$ cat config.mk
export PLATFORM = sky130hd
export DESIGN_NAME = proc_prog_feeder
export DESIGN_NICKNAME = d
export VERILOG_FILES = /design/src/rtl/proc_feeder_pkg.sv /design/src/rtl/proc_prog_feeder_prog_mem.sv /design/src/rtl/proc_prog_feeder.sv
export SDC_FILE = /design/constraint.sdc
export NUM_CORES = 1
export LEC_CHECK = 0
export BUFFER_PORTS_ARGS = -buffer_cell sky130_fd_sc_hd__clkbuf_2
export CAP_MARGIN = 10
export CORE_AREA = 2 2 278 143
export DETAILED_ROUTE_END_ITERATION = 10
export DIE_AREA = 0 0 280 145
export GPL_TIMING_DRIVEN = 0
export MAX_ROUTING_LAYER = met4
export PLACE_DENSITY_LB_ADDON = 0.1
export SYNTH_ARGS = -nofsm -noshare
export SYNTH_HDL_FRONTEND = slang
export SYNTH_SLANG_ARGS = --single-unit
$ cat constraint.sdc
create_clock -name Clock -period 3.2 [get_ports Clock]
set_clock_uncertainty 0.1 [all_clocks]
set_input_delay 0.64 -clock Clock [delete_from_list [all_inputs] [get_ports Clock]]
set_output_delay 0.64 -clock Clock [all_outputs]
set_load 0.03 [all_outputs]
$ cat src/rtl/proc_feeder_pkg.sv
// Shared types and default sizing for the processor program feeder.
package proc_feeder_pkg;

  localparam int FEEDER_DEPTH   = 32;
  localparam int FEEDER_TIMEOUT = 64;

  // PAUSE is only reachable when single-step support is compiled in.
  typedef enum logic [2:0] {
    IDLE  = 3'd0,
    ISSUE = 3'd1,
    EXEC  = 3'd2,
    HALT  = 3'd3,
    ERROR = 3'd4,
    PAUSE = 3'd5
  } feeder_state_t;

endpackage

$ cat src/rtl/proc_prog_feeder_prog_mem.sv
// Program memory: one synchronous write port, one asynchronous read port.
// Contents are intentionally not reset so a program survives Resetn.
module prog_mem
  import proc_feeder_pkg::*;
#(
  parameter int WIDTH = 9,
  parameter int DEPTH = FEEDER_DEPTH,
  parameter int AW    = $clog2(DEPTH)
) (
  input  logic             clk,
  input  logic             we,
  input  logic [AW-1:0]    waddr,
  input  logic [WIDTH-1:0] wdata,
  input  logic [AW-1:0]    raddr,
  output logic [WIDTH-1:0] rdata
);

  logic [WIDTH-1:0] mem [DEPTH];

  // Write port; gating against a running program is done by the caller.
  always_ff @(posedge clk) begin
    if (we) mem[waddr] <= wdata;
  end

  assign rdata = mem[raddr];

endmodule

$ cat src/rtl/proc_prog_feeder.sv
// Program feeder for the processor's DIN/Run/Done/pc_inc interface.
// Handshake: Run is high for exactly one cycle (ISSUE) per instruction; the
// processor pulses pc_inc for each word it consumes from DIN and raises Done
// for one cycle when the instruction retires. Done is only looked at in EXEC.
// Optional single-step support: define PROG_FEEDER_SINGLE_STEP_EN.
module proc_prog_feeder
  import proc_feeder_pkg::*;
#(
  parameter int WIDTH   = 9,
  parameter int DEPTH   = FEEDER_DEPTH,
  parameter int AW      = $clog2(DEPTH),
  parameter int TIMEOUT = FEEDER_TIMEOUT,
  parameter int CW      = 16
) (
  input  logic             Clock,
  input  logic             Resetn,
  input  logic             Start,
  input  logic [AW-1:0]    end_addr,
  input  logic             wr_en,
  input  logic [AW-1:0]    wr_addr,
  input  logic [WIDTH-1:0] wr_data,
  input  logic             pc_inc,
  input  logic             Done,
`ifdef PROG_FEEDER_SINGLE_STEP_EN
  input  logic             step_mode,
  input  logic             step,
`endif
  output logic [WIDTH-1:0] DIN,
  output logic             Run,
  output logic [AW-1:0]    pc,
  output logic             busy,
  output logic             halted,
  output logic             timeout_err,
  output logic [CW-1:0]    instr_count,
  output feeder_state_t    state_dbg
);

  localparam int WDW = $clog2(TIMEOUT) + 1;
  localparam logic [WDW-1:0] WD_LAST = WDW'(TIMEOUT - 1);

  feeder_state_t   state, state_nxt;
  logic [AW-1:0]   pc_q, pc_nxt, end_q;
  logic [WDW-1:0]  wd_q;
  logic [CW-1:0]   cnt_q;
  logic            wrapped_q;
  logic            idle_like, start_ok, pc_step, wrap_now, prog_end;

  // Start and memory writes are accepted only while no program is running.
  assign idle_like = (state == IDLE) || (state == HALT) || (state == ERROR);
  assign start_ok  = Start && idle_like;
  assign pc_step   = pc_inc && ((state == ISSUE) || (state == EXEC));
  assign wrap_now  = pc_step && (&pc_q);
  assign pc_nxt    = pc_step ? pc_q + 1'b1 : pc_q;
  // End check uses the post-increment pc; any wrap since Start also ends it.
  assign prog_end  = wrapped_q || wrap_now || (pc_nxt > end_q);

  prog_mem #(.WIDTH(WIDTH), .DEPTH(DEPTH), .AW(AW)) u_mem (
    .clk   (Clock),
    .we    (wr_en && idle_like),
    .waddr (wr_addr),
    .wdata (wr_data),
    .raddr (pc_q),
    .rdata (DIN)
  );

  // State register.
  always_ff @(posedge Clock or negedge Resetn) begin
    if (!Resetn) state <= IDLE;
    else         state <= state_nxt;
  end

  // Next-state logic.
  always_comb begin
    state_nxt = state;
    case (state)
      IDLE, HALT, ERROR: if (Start) state_nxt = ISSUE;
      ISSUE:             state_nxt = EXEC;
      EXEC: begin
        if (Done) begin
          if (prog_end) state_nxt = HALT;
`ifdef PROG_FEEDER_SINGLE_STEP_EN
          else if (step_mode) state_nxt = PAUSE;
`endif
          else state_nxt = ISSUE;
        end else if (wd_q == WD_LAST) begin
          state_nxt = ERROR;
        end
      end
`ifdef PROG_FEEDER_SINGLE_STEP_EN
      PAUSE:             if (step) state_nxt = ISSUE;
`endif
      default:           state_nxt = IDLE;
    endcase
  end

  // Program counter, end register, wrap flag and retired-instruction counter.
  always_ff @(posedge Clock or negedge Resetn) begin
    if (!Resetn) begin
      pc_q      <= '0;
      end_q     <= '0;
      cnt_q     <= '0;
      wrapped_q <= 1'b0;
    end else if (start_ok) begin
      pc_q      <= '0;
      end_q     <= end_addr;
      cnt_q     <= '0;
      wrapped_q <= 1'b0;
    end else begin
      pc_q <= pc_nxt;
      if (wrap_now) wrapped_q <= 1'b1;
      if ((state == EXEC) && Done && (cnt_q != '1)) cnt_q <= cnt_q + 1'b1;
    end
  end

  // Watchdog: cleared at each issue, counts EXEC cycles, frozen elsewhere.
  always_ff @(posedge Clock or negedge Resetn) begin
    if (!Resetn)                wd_q <= '0;
    else if (state == ISSUE)    wd_q <= '0;
    else if (state == EXEC)     wd_q <= wd_q + 1'b1;
  end

  assign Run         = (state == ISSUE);
`ifdef PROG_FEEDER_SINGLE_STEP_EN
  assign busy        = (state == ISSUE) || (state == EXEC) || (state == PAUSE);
`else
  assign busy        = (state == ISSUE) || (state == EXEC);
`endif
  assign halted      = (state == HALT);
  assign timeout_err = (state == ERROR);
  assign pc          = pc_q;
  assign instr_count = cnt_q;
  assign state_dbg   = state;

endmodule

# Yosys cells after proc, flatten, opt, wreduce, memory -nomap -nowiden

Memories as Yosys holds them, arrays and structs flattened.
Cells that the tools add are included.

Register bits: 37
Bits in writable memories: 288
Input port bits: 25
Word-level logic and storage cells: 52
Memories kept: 1

Memory list:

| memory    | words | width | rd ports | clocked after Yosys merged registers in | write ports | line                            | RTL |
|---|---|---|---|---|---|---|---|
| u_mem.mem | 32    | 9     | 1        | 0                                       | 1           | proc_prog_feeder_prog_mem.sv:18 | `logic [WIDTH-1:0] mem [DEPTH];` |

Add/subtract/negate cells: 3
$lt $le $gt $ge: 1
Eq/ne operators: 8
Multiplexer cells: 15
Reductions and logical operators: 18

Operators with widths:

| kind                                                             | count |
|---|---|
| 16-bit two-way mux                                               | 2 |
| 16-bit by 1-bit adder with 16-bit output (second input constant) | 1 |
| 16-bit inequality test (second input constant)                   | 1 |
| 7-bit two-way mux                                                | 2 |
| 5-bit two-way mux                                                | 2 |
| 3-bit two-way mux                                                | 3 |
| 3-bit one-hot mux with 3 select lines                            | 1 |
| 7-bit by 1-bit adder with 7-bit output (second input constant)   | 1 |
| 7-bit by 6-bit == test with 1-bit output (second input constant) | 1 |
| 3-bit by 2-bit == test with 1-bit output (second input constant) | 2 |
| 1-bit logical AND                                                | 6 |
| 2-bit nonzero test                                               | 3 |
| 5-bit by 1-bit adder with 5-bit output (second input constant)   | 1 |
| 5-bit > comparator                                               | 1 |
| 1-bit logical OR                                                 | 5 |
| 5-bit AND reduction                                              | 1 |
| 1-bit two-way mux                                                | 4 |
| 3-bit by 1-bit == test with 1-bit output (second input constant) | 1 |
| 3-bit == test (second input constant)                            | 1 |
| 3-bit zero test                                                  | 1 |
| 3-bit inequality test (second input constant)                    | 1 |
| 3-bit OR reduction                                               | 1 |
| 2-bit two-way mux                                                | 1 |
| 2-bit inequality test (second input constant)                    | 1 |
| 2-bit AND reduction                                              | 1 |

# Longest topological paths before layout

Gate-level depths: netlist of the first run.

Depth after elaboration: 9
Depth in mapped cells: 11
Mapped depth without buffers: 9

# By module

From an unflattened synthesis of the first run, not the netlist that was laid out.

Cells, all modules: 670
Area total of the unflattened synthesis: 13213.9 sq um

By module, submodules not included:

| module           | times used | cells each | area an instance (sq um) | seq. area each (sq um) |
|---|---|---|---|---|
| prog_mem         | 1          | 454        | 11101.9                  | 8648.3 |
| proc_prog_feeder | 1          | 216        | 2112.0                   | 925.9 |

# Worst setup path before layout of the first run

No wires, ideal clock.

Path kind: flip-flop to output port
Start: register pc_q[3] (netlist: pc[3])
End: output DIN[7]
Data arrival time: 2250 ps
Setup slack: 210 ps
Cell stages (with the launch flop): 8
Path buffers: 3
Path through: dfrtp_1 buf_2 or3b_2 buf_2 clkbuf_1 o221ai_1 a21oi_1 a2bb2oi_1

Longest elaborated chain between the ends: 1

RTL lines:

| item                   | line                    | RTL |
|---|---|---|
| start, declared        | proc_prog_feeder.sv:42  | `logic [AW-1:0] pc_q, pc_nxt, end_q;` |
| start signal, assigned | proc_prog_feeder.sv:109 | `pc_q <= pc_nxt;` |
| memory 32 x 9 bit      | -                       |  |
| end, declared          | proc_prog_feeder.sv:28  | `output logic [WIDTH-1:0] DIN,` |

Every way passes these cells.

# Final worst setup path of the first run

Start: register pc_q[2] (netlist: pc[2])
End: output DIN[1]

The elaborated chain is that of the path after synthesis.

==> results of run 1 <==
## flip-flops by register name, summed over array words and instances, names as in the netlist
| register | count |
|---|---|
| instr_count | 16 |
| end_q | 5 |
| wrapped_q | 1 |
| u_mem.mem | 288 |
| pc | 5 |
| state_dbg | 3 |
| wd_q | 7 |
## final timing paths
path	start	to	cells after the start
hold reg to reg	end_q[0]	end_q[0]	2
hold / removal	Resetn	wd_q[1]	1
min in group Clock	end_addr[4]	end_q[4]	3
setup / recovery	pc[2]	DIN[1]	7
max in group asynchronous	Resetn	pc[1]	1
setup reg to reg	state_dbg[2]	u_mem.mem[23][3]	6
## layer usage
metal,vias up,part of all wire,global-route usage
li1,3230,-,-
met1,3978,0.52,0.291
met2,175,0.43,0.248
met3,38,0.045,0.0301
met4,0,0.012,0.0286
met5,-,0,-
## layout make-up
class	count	area share
buffer	37	0.0269
clock buffer	34	0.0485
clock inverter	24	0.00871
inverter	9	0.00208
multi-input combinational	366	0.242
sequential	325	0.590
tap	503	0.0388
timing repair buffer	83	0.0434
## cell families after synthesis
| kind of cell | Yosys count |
|---|---|
| adder cells (fa/ha/maj) | 9 |
| AND/OR/NAND/NOR | 139 |
| XOR/XNOR | 4 |
| buffers and inverters | 48 |
| AO/OA/AOI/OAI | 118 |
| multiplexers | 96 |
| flip-flops | 325 |
## Yosys cell counts (5+ instances only)
cell,count,area (um2)
o211ai_1,8,60.1
dfrtp_1,37,926
edfxtp_1,288,8650
nand2b_1,6,37.5
nand2_1,31,116
o221ai_1,10,87.6
mux2i_1,39,390
o21ai_0,16,80.1
inv_1,9,33.8
ha_1,9,113
or3b_2,6,52.6
a21oi_1,16,80.1
nand3_1,8,40.0
buf_2,6,30.0
a211oi_1,18,135
and2_1,6,37.5
buf_1,5,18.8
nor2_1,45,169
o22ai_1,8,50.1
clkbuf_1,16,60.1
a22o_1,9,78.8
buf_4,8,60.1
nand4_1,7,43.8
mux4_2,55,1240
o31ai_1,7,52.6
a22oi_1,10,75.1
## power by group
| group | internal, mW | switching, mW |
|---|---|---|
| clock network | 1.84 | 1.58 |
| registers | 4.75 | 0.0970 |
| logic | 1.76 | 1.98 |
| total | 8.36 | 3.66 |
## repair_timing
action,in CTS,in global routing
hold buffers,0,0
buffers inserted,16,2
pin swaps,30,14
gates cloned,5,0
gates resized for setup,188,11
endpoints found under the setup margin,10,36
## stage by stage
| step | util | power (mW) |
|---|---|---|
| floorplan | - | 6.75 |
| global placement | 0.369 | 7.63 |
| global route | 0.425 | 12.5 |
| finish | 0.425 | 12.0 |
| CTS | 0.424 | 12.1 |
| detailed placement | 0.369 | 7.67 |
## worst max-delay path, delay by kind of cell, from the launching register on
kind                   cells  cell delay [ps]
AND/OR/NAND/NOR            1              440
flip-flops                 1              400
buffers and inverters      3              630
AO/OA/AOI/OAI              3              570
==> impl_metrics.tcl, run 1 <==
set metrics [dict create \
    post-route-worst-setup-slack_ps -178 \
    synth.avg_cell_area_um2 17.8 \
    slew_headroom 0.316 \
    h-tree-depth 1 \
    grt_first_pass_wirelength_mm 52.2 \
    placedCellCount 1303 \
    setup.worst_path.start_class "register" \
    global_routing_usage_summed_across_all_routing_layers 0.183 \
    path_clk_slew_ps 60 \
    timing.final.max_slew_violations 0 \
    final_net_count 887 \
    layout_min_cycle_time_ps 3380 \
    first_global_vias 7512 \
    synth_seq_cells 325 \
    remaining_drc_errors 0 \
    stdcell_area_mm2 0.0162 \
    clock-root-buffer "clkbuf_16" \
    place_congestion 0.845 \
    grt_setup_unrepaired "yes" \
    antenna-diode-count 0 \
    cts_made_buffers 31 \
    die-width_um 280 \
    ant_nets 0 \
    cp_max_fo 10 \
    synth_async_sr_flop_share 0.114 \
    multi_input_comb_area_mm2 0.00392 \
    floorplan.initialDensity 0.345 \
    p_leak_nw 5.38 \
    max-clock-path-buffers 3 \
    wirelength_mm 35.6 \
    standard_cell_area_after_detailed_placement_mm2 0.0141 \
    muxShareOfSynthArea 0.125 \
    synthesis_to_finish_area_growth_pct 23.3 \
    synth_ff_type "edfxtp_1" \
    critical_path.endpoint_type "output pin" \
    synth_sequential_area_ratio 0.727 \
    io_buffer_count 61 \
    critPathSlowestCell "or3b_4" \
    yosys.area_share.simple 0.0554 \
    max-vdd-ir-drop_uv 338 \
    layout_common_cells "288 x edfxtp_1, 55 x mux4_2, 53 x clkbuf_2" \
    reg2reg_slack_ps 190 \
    synthesized_area_fraction_occupied_by_ao_oa_aoi_and_oai_cells 0.0626 \
    period_share 1.06 \
    filler_cell_count 3348 \
    cts_tree "built" \
    detailroute.via_count 7421 \
    cts.sink_count 325 \
    crit_top_cell "clkbuf_8" \
    final_common_cell "edfxtp_1" \
    netlist_instances 739 \
    fp-row-count 51 \
    run_status "finished, violations left" \
    place_worst_setup_slack_ps -773 \
    worst_ep_arrival_time_ps 2640 \
    syn-cell-area_mm2 0.0132 \
    core_region_area_mm2 0.0382 \
    yosys_warnings 0 \
    drt_iter0_markers 744 \
    setup_tns_ps -1320 \
    largest_family_of_logic_cells_by_synthesized_area "multiplexers" \
    max_cap_violations 0 \
    power.density_mw_per_mm2 741 \
    globalRouteOverflowTotal 0 \
    maximum_number_of_pins_on_one_net_before_global_route_repair 38 \
    antenna_found_initial 0 \
    dieArea_mm2 0.0406 \
    design.portCount 62 \
    dp_hpwl_mm 23.6 \
    critPathMaxStageDelay_ps 440 \
    synth.net_count 773 \
    avgViaCountPerCell 5.37 \
    detailedRoute.firstPassIterationCount 4 \
    holdWs_ps 135 \
    fmax_ghz 0.296 \
    worst_pin_slew_ps 1030 \
    synthAdderAreaFrac 0.00855 \
    layout-drive-gt1-share 0.339 \
    critical_path.cell_chain "buf_2 -> or3b_4 -> clkbuf_8 -> o22ai_2 -> a211oi_2 -> a21oi_2 -> clkbuf_8" \
    holdCritPathClass "in2async" \
    finalHoldViolations 0 \
    synth.lib_cells_used.distinct 56 \
    synth_edf_count 288 \
    worst_skew_pair.late_latency_ps 580 \
    wire_per_inst_um 25.7 \
    setup_viol 9 \
    timing.setup.critical_path_class "reg2out" \
    post_route_insts_no_fill 1381 \
    synth_xor_area_frac 0.00266 \
    die_y_um 145 \
    ff_latch_area_mm2 0.00958 \
    violations_in_the_final_reports "negative setup slack" \
    cp.required_ps 2460 \
]
Note: power is estimated with default switching activity, not from simulation.
==> inputs of run 2 (changes only) <==
Settings changed: CTS_BUF_LIST set to sky130_fd_sc_hd__clkbuf_4.
==> run 2 against run 1 <==
Compared with the run above:
- the run still ends with negative setup slack left
- design area rose by 0.53%
- utilization increased by 0.23 points
- via count increased by 4.2%
- die area unchanged
- non-clock buffer count increased by 3
- register-to-register slack better by 80 ps
- clock power is 4% higher
- worst setup slack worse by 170 ps
- critical path type unchanged
==> impl_metrics.tcl, run 2 (same netlist as run 1, synthesis figures left out) <==
set metrics [dict create \
    run_status "finished, violations left" \
    violations_in_the_final_reports "negative setup slack" \
    final_common_cell "edfxtp_1" \
    max-vdd-ir-drop_uv 258 \
    critPathMaxStageDelay_ps 530 \
    setup.worst_path.start_class "register" \
    p_leak_nw 5.54 \
    critical_path.cell_chain "buf_12 -> buf_16 -> mux4_2 -> a22o_4 -> a211oi_4 -> a21oi_2 -> clkbuf_8" \
    critPathSlowestCell "mux4_2" \
    critical_path.endpoint_type "output pin" \
    place_worst_setup_slack_ps -773 \
    design.portCount 62 \
    detailroute.via_count 7731 \
    hold_start "Start" \
    dp_hpwl_mm 23.6 \
    share_clk_of_total_power 0.296 \
    timing.setup.critical_path_class "reg2out" \
    highest_layer "met4" \
    path_clk_slew_ps 80 \
    avgViaCountPerCell 5.27 \
    slew_headroom 0.327 \
    standard_cell_area_after_detailed_placement_mm2 0.0141 \
    ant_nets 0 \
    setup_tns_ps -2780 \
    die_y_um 145 \
    wire_per_inst_um 24.8 \
    grt_setup_unrepaired "yes" \
    max-clock-path-buffers 3 \
    wirelength_mm 36.4 \
    layout_common_cells "288 x edfxtp_1, 119 x clkbuf_4, 55 x mux4_2" \
    drt_iter0_markers 816 \
    global_routing_usage_summed_across_all_routing_layers 0.189 \
    remaining_drc_errors 0 \
    setup_viol 9 \
    power.switching_mw 3.78 \
    maximum_number_of_pins_on_one_net_before_global_route_repair 38 \
    max_cap_violations 0 \
    period_share 1.11 \
    timing.final.max_slew_violations 0 \
    cts_made_buffers 78 \
    detailedRoute.firstPassIterationCount 5 \
    met3_length_mm 1.88 \
    rr_endpoint "u_mem.mem[21][4]" \
    layout_min_cycle_time_ps 3550 \
    reg2reg_slack_ps 270 \
    wl_met2_mm 15.6 \
    floorplan.initialDensity 0.345 \
    holdCritPathClass "in2reg" \
    fp-row-count 51 \
    hold-path-cell-count 3 \
    worst_ep_arrival_time_ps 2810 \
    largest_register_ffs 288 \
    io_buffer_count 61 \
    layout-drive-gt1-share 0.387 \
    stdcell_area_mm2 0.0163 \
    min_to "state_dbg[0]" \
    die-width_um 280 \
    place_congestion 0.845 \
    clock-root-buffer "clkbuf_4" \
    switching_share 0.313 \
    p_seq_frac 0.401 \
    cp_max_fo 8 \
    post-route-worst-setup-slack_ps -348 \
    finalHoldViolations 0 \
    synthesis_to_finish_area_growth_pct 23.9 \
    report.power.total_mw 12.1 \
    final_net_count 937 \
    route.layer.met1.wl_mm 18.6 \
    worst_pin_slew_ps 1010 \
    globalRouteOverflowTotal 0 \
    grt_first_pass_wirelength_mm 53.2 \
    h-tree-depth 3 \
    fmax_ghz 0.282 \
    core_region_area_mm2 0.0382 \
    power.density_mw_per_mm2 740 \
    power.combinational.fraction 0.303 \
    max_flop_register "u_mem.mem" \
    antenna_found_initial 2 \
    dieArea_mm2 0.0406 \
    cts.sink_count 325 \
    cell_internal_pwr_mw 8.30 \
    first_global_vias 7959 \
    cp.required_ps 2460 \
    worst_skew_pair.late_latency_ps 750 \
    worst_r2r_startpoint "state_dbg[1]" \
    cts_tree "built" \
    reg2regPathDepth 5 \
]
## run 2: cell types whose count changed in the layout (fill, tap and decap cells not counted), moves of 3 or more
cell,delta
clkbuf_1,-3
inv_2,+3
clkbuf_4,+112
clkinvlp_4,-3
clkinv_2,-6
dlygate4sd3_1,+6
clkbuf_16,-30
buf_4,+3
clkinv_1,+7
buf_16,-3
## run 2: worst max-delay path by stage
stage,startpoint,to,slack [ps],cells after the start
after CTS,pc[0],DIN[0],-370,9
after global routing,pc[0],DIN[0],-460,7
final,pc[0],DIN[0],-350,7
after global placement,pc[1],DIN[8],-770,6
after detailed placement,pc[1],DIN[8],-770,6
after floorplan,pc[3],DIN[7],210,7
## run 2: area by class of cell
| type | count | area, um2 |
|---|---|---|
| Tap cell | 503 | 629 |
| Clock inverter | 26 | 178 |
| Multi-Input combinational cell | 366 | 3920 |
| Fill cell | 3388 | 21900 |
| Inverter | 9 | 33.8 |
| Clock buffer | 113 | 848 |
| Sequential cell | 325 | 9580 |
| Buffer | 36 | 418 |
| Antenna cell | 2 | 5.00 |
| Timing Repair Buffer | 87 | 707 |
## run 2: per-layer routing
layer	vias up	track usage
met5	-	-
met3	41	0.0386
met1	4091	0.292
li1	3384	-
met2	215	0.251
met4	0	0.0455
## run 2: power groups by stage
stage | sequential (mW) | clock (mW) | combinational (mW)
6_report | 4.85 | 3.57 | 3.66
5_1_grt | 4.86 | 3.88 | 3.87
4_1_cts | 4.84 | 3.66 | 3.59
3_5_place_dp | 4.94 | 0 | 2.74
3_3_place_gp | 4.93 | 0 | 2.70
2_1_floorplan | 4.98 | 0 | 1.77
## run 2: critical path: cells and delay by family (launching register included)
family	cells	cell delay, ps
mux	1	530
flops	1	400
compound gates	3	630
buf+inv	3	510
## run 2: timing repair
item,CTS,global route
hold buffers,6,0
hold endpoints to repair,42,0
endpoints found under the setup margin,10,46
gates resized for setup,184,18
pin swaps,32,11
buffers inserted,13,3
gates cloned,3,1
## run 2: metrics by stage
stage                      util  instances  hold WS, ps
after floorplan               -        739          244
after global placement    0.369       1303          372
after detailed placement  0.369       1303          371
after CTS                 0.424       1462         32.3
after global routing      0.427       1467         44.3
final                     0.427       1467          108
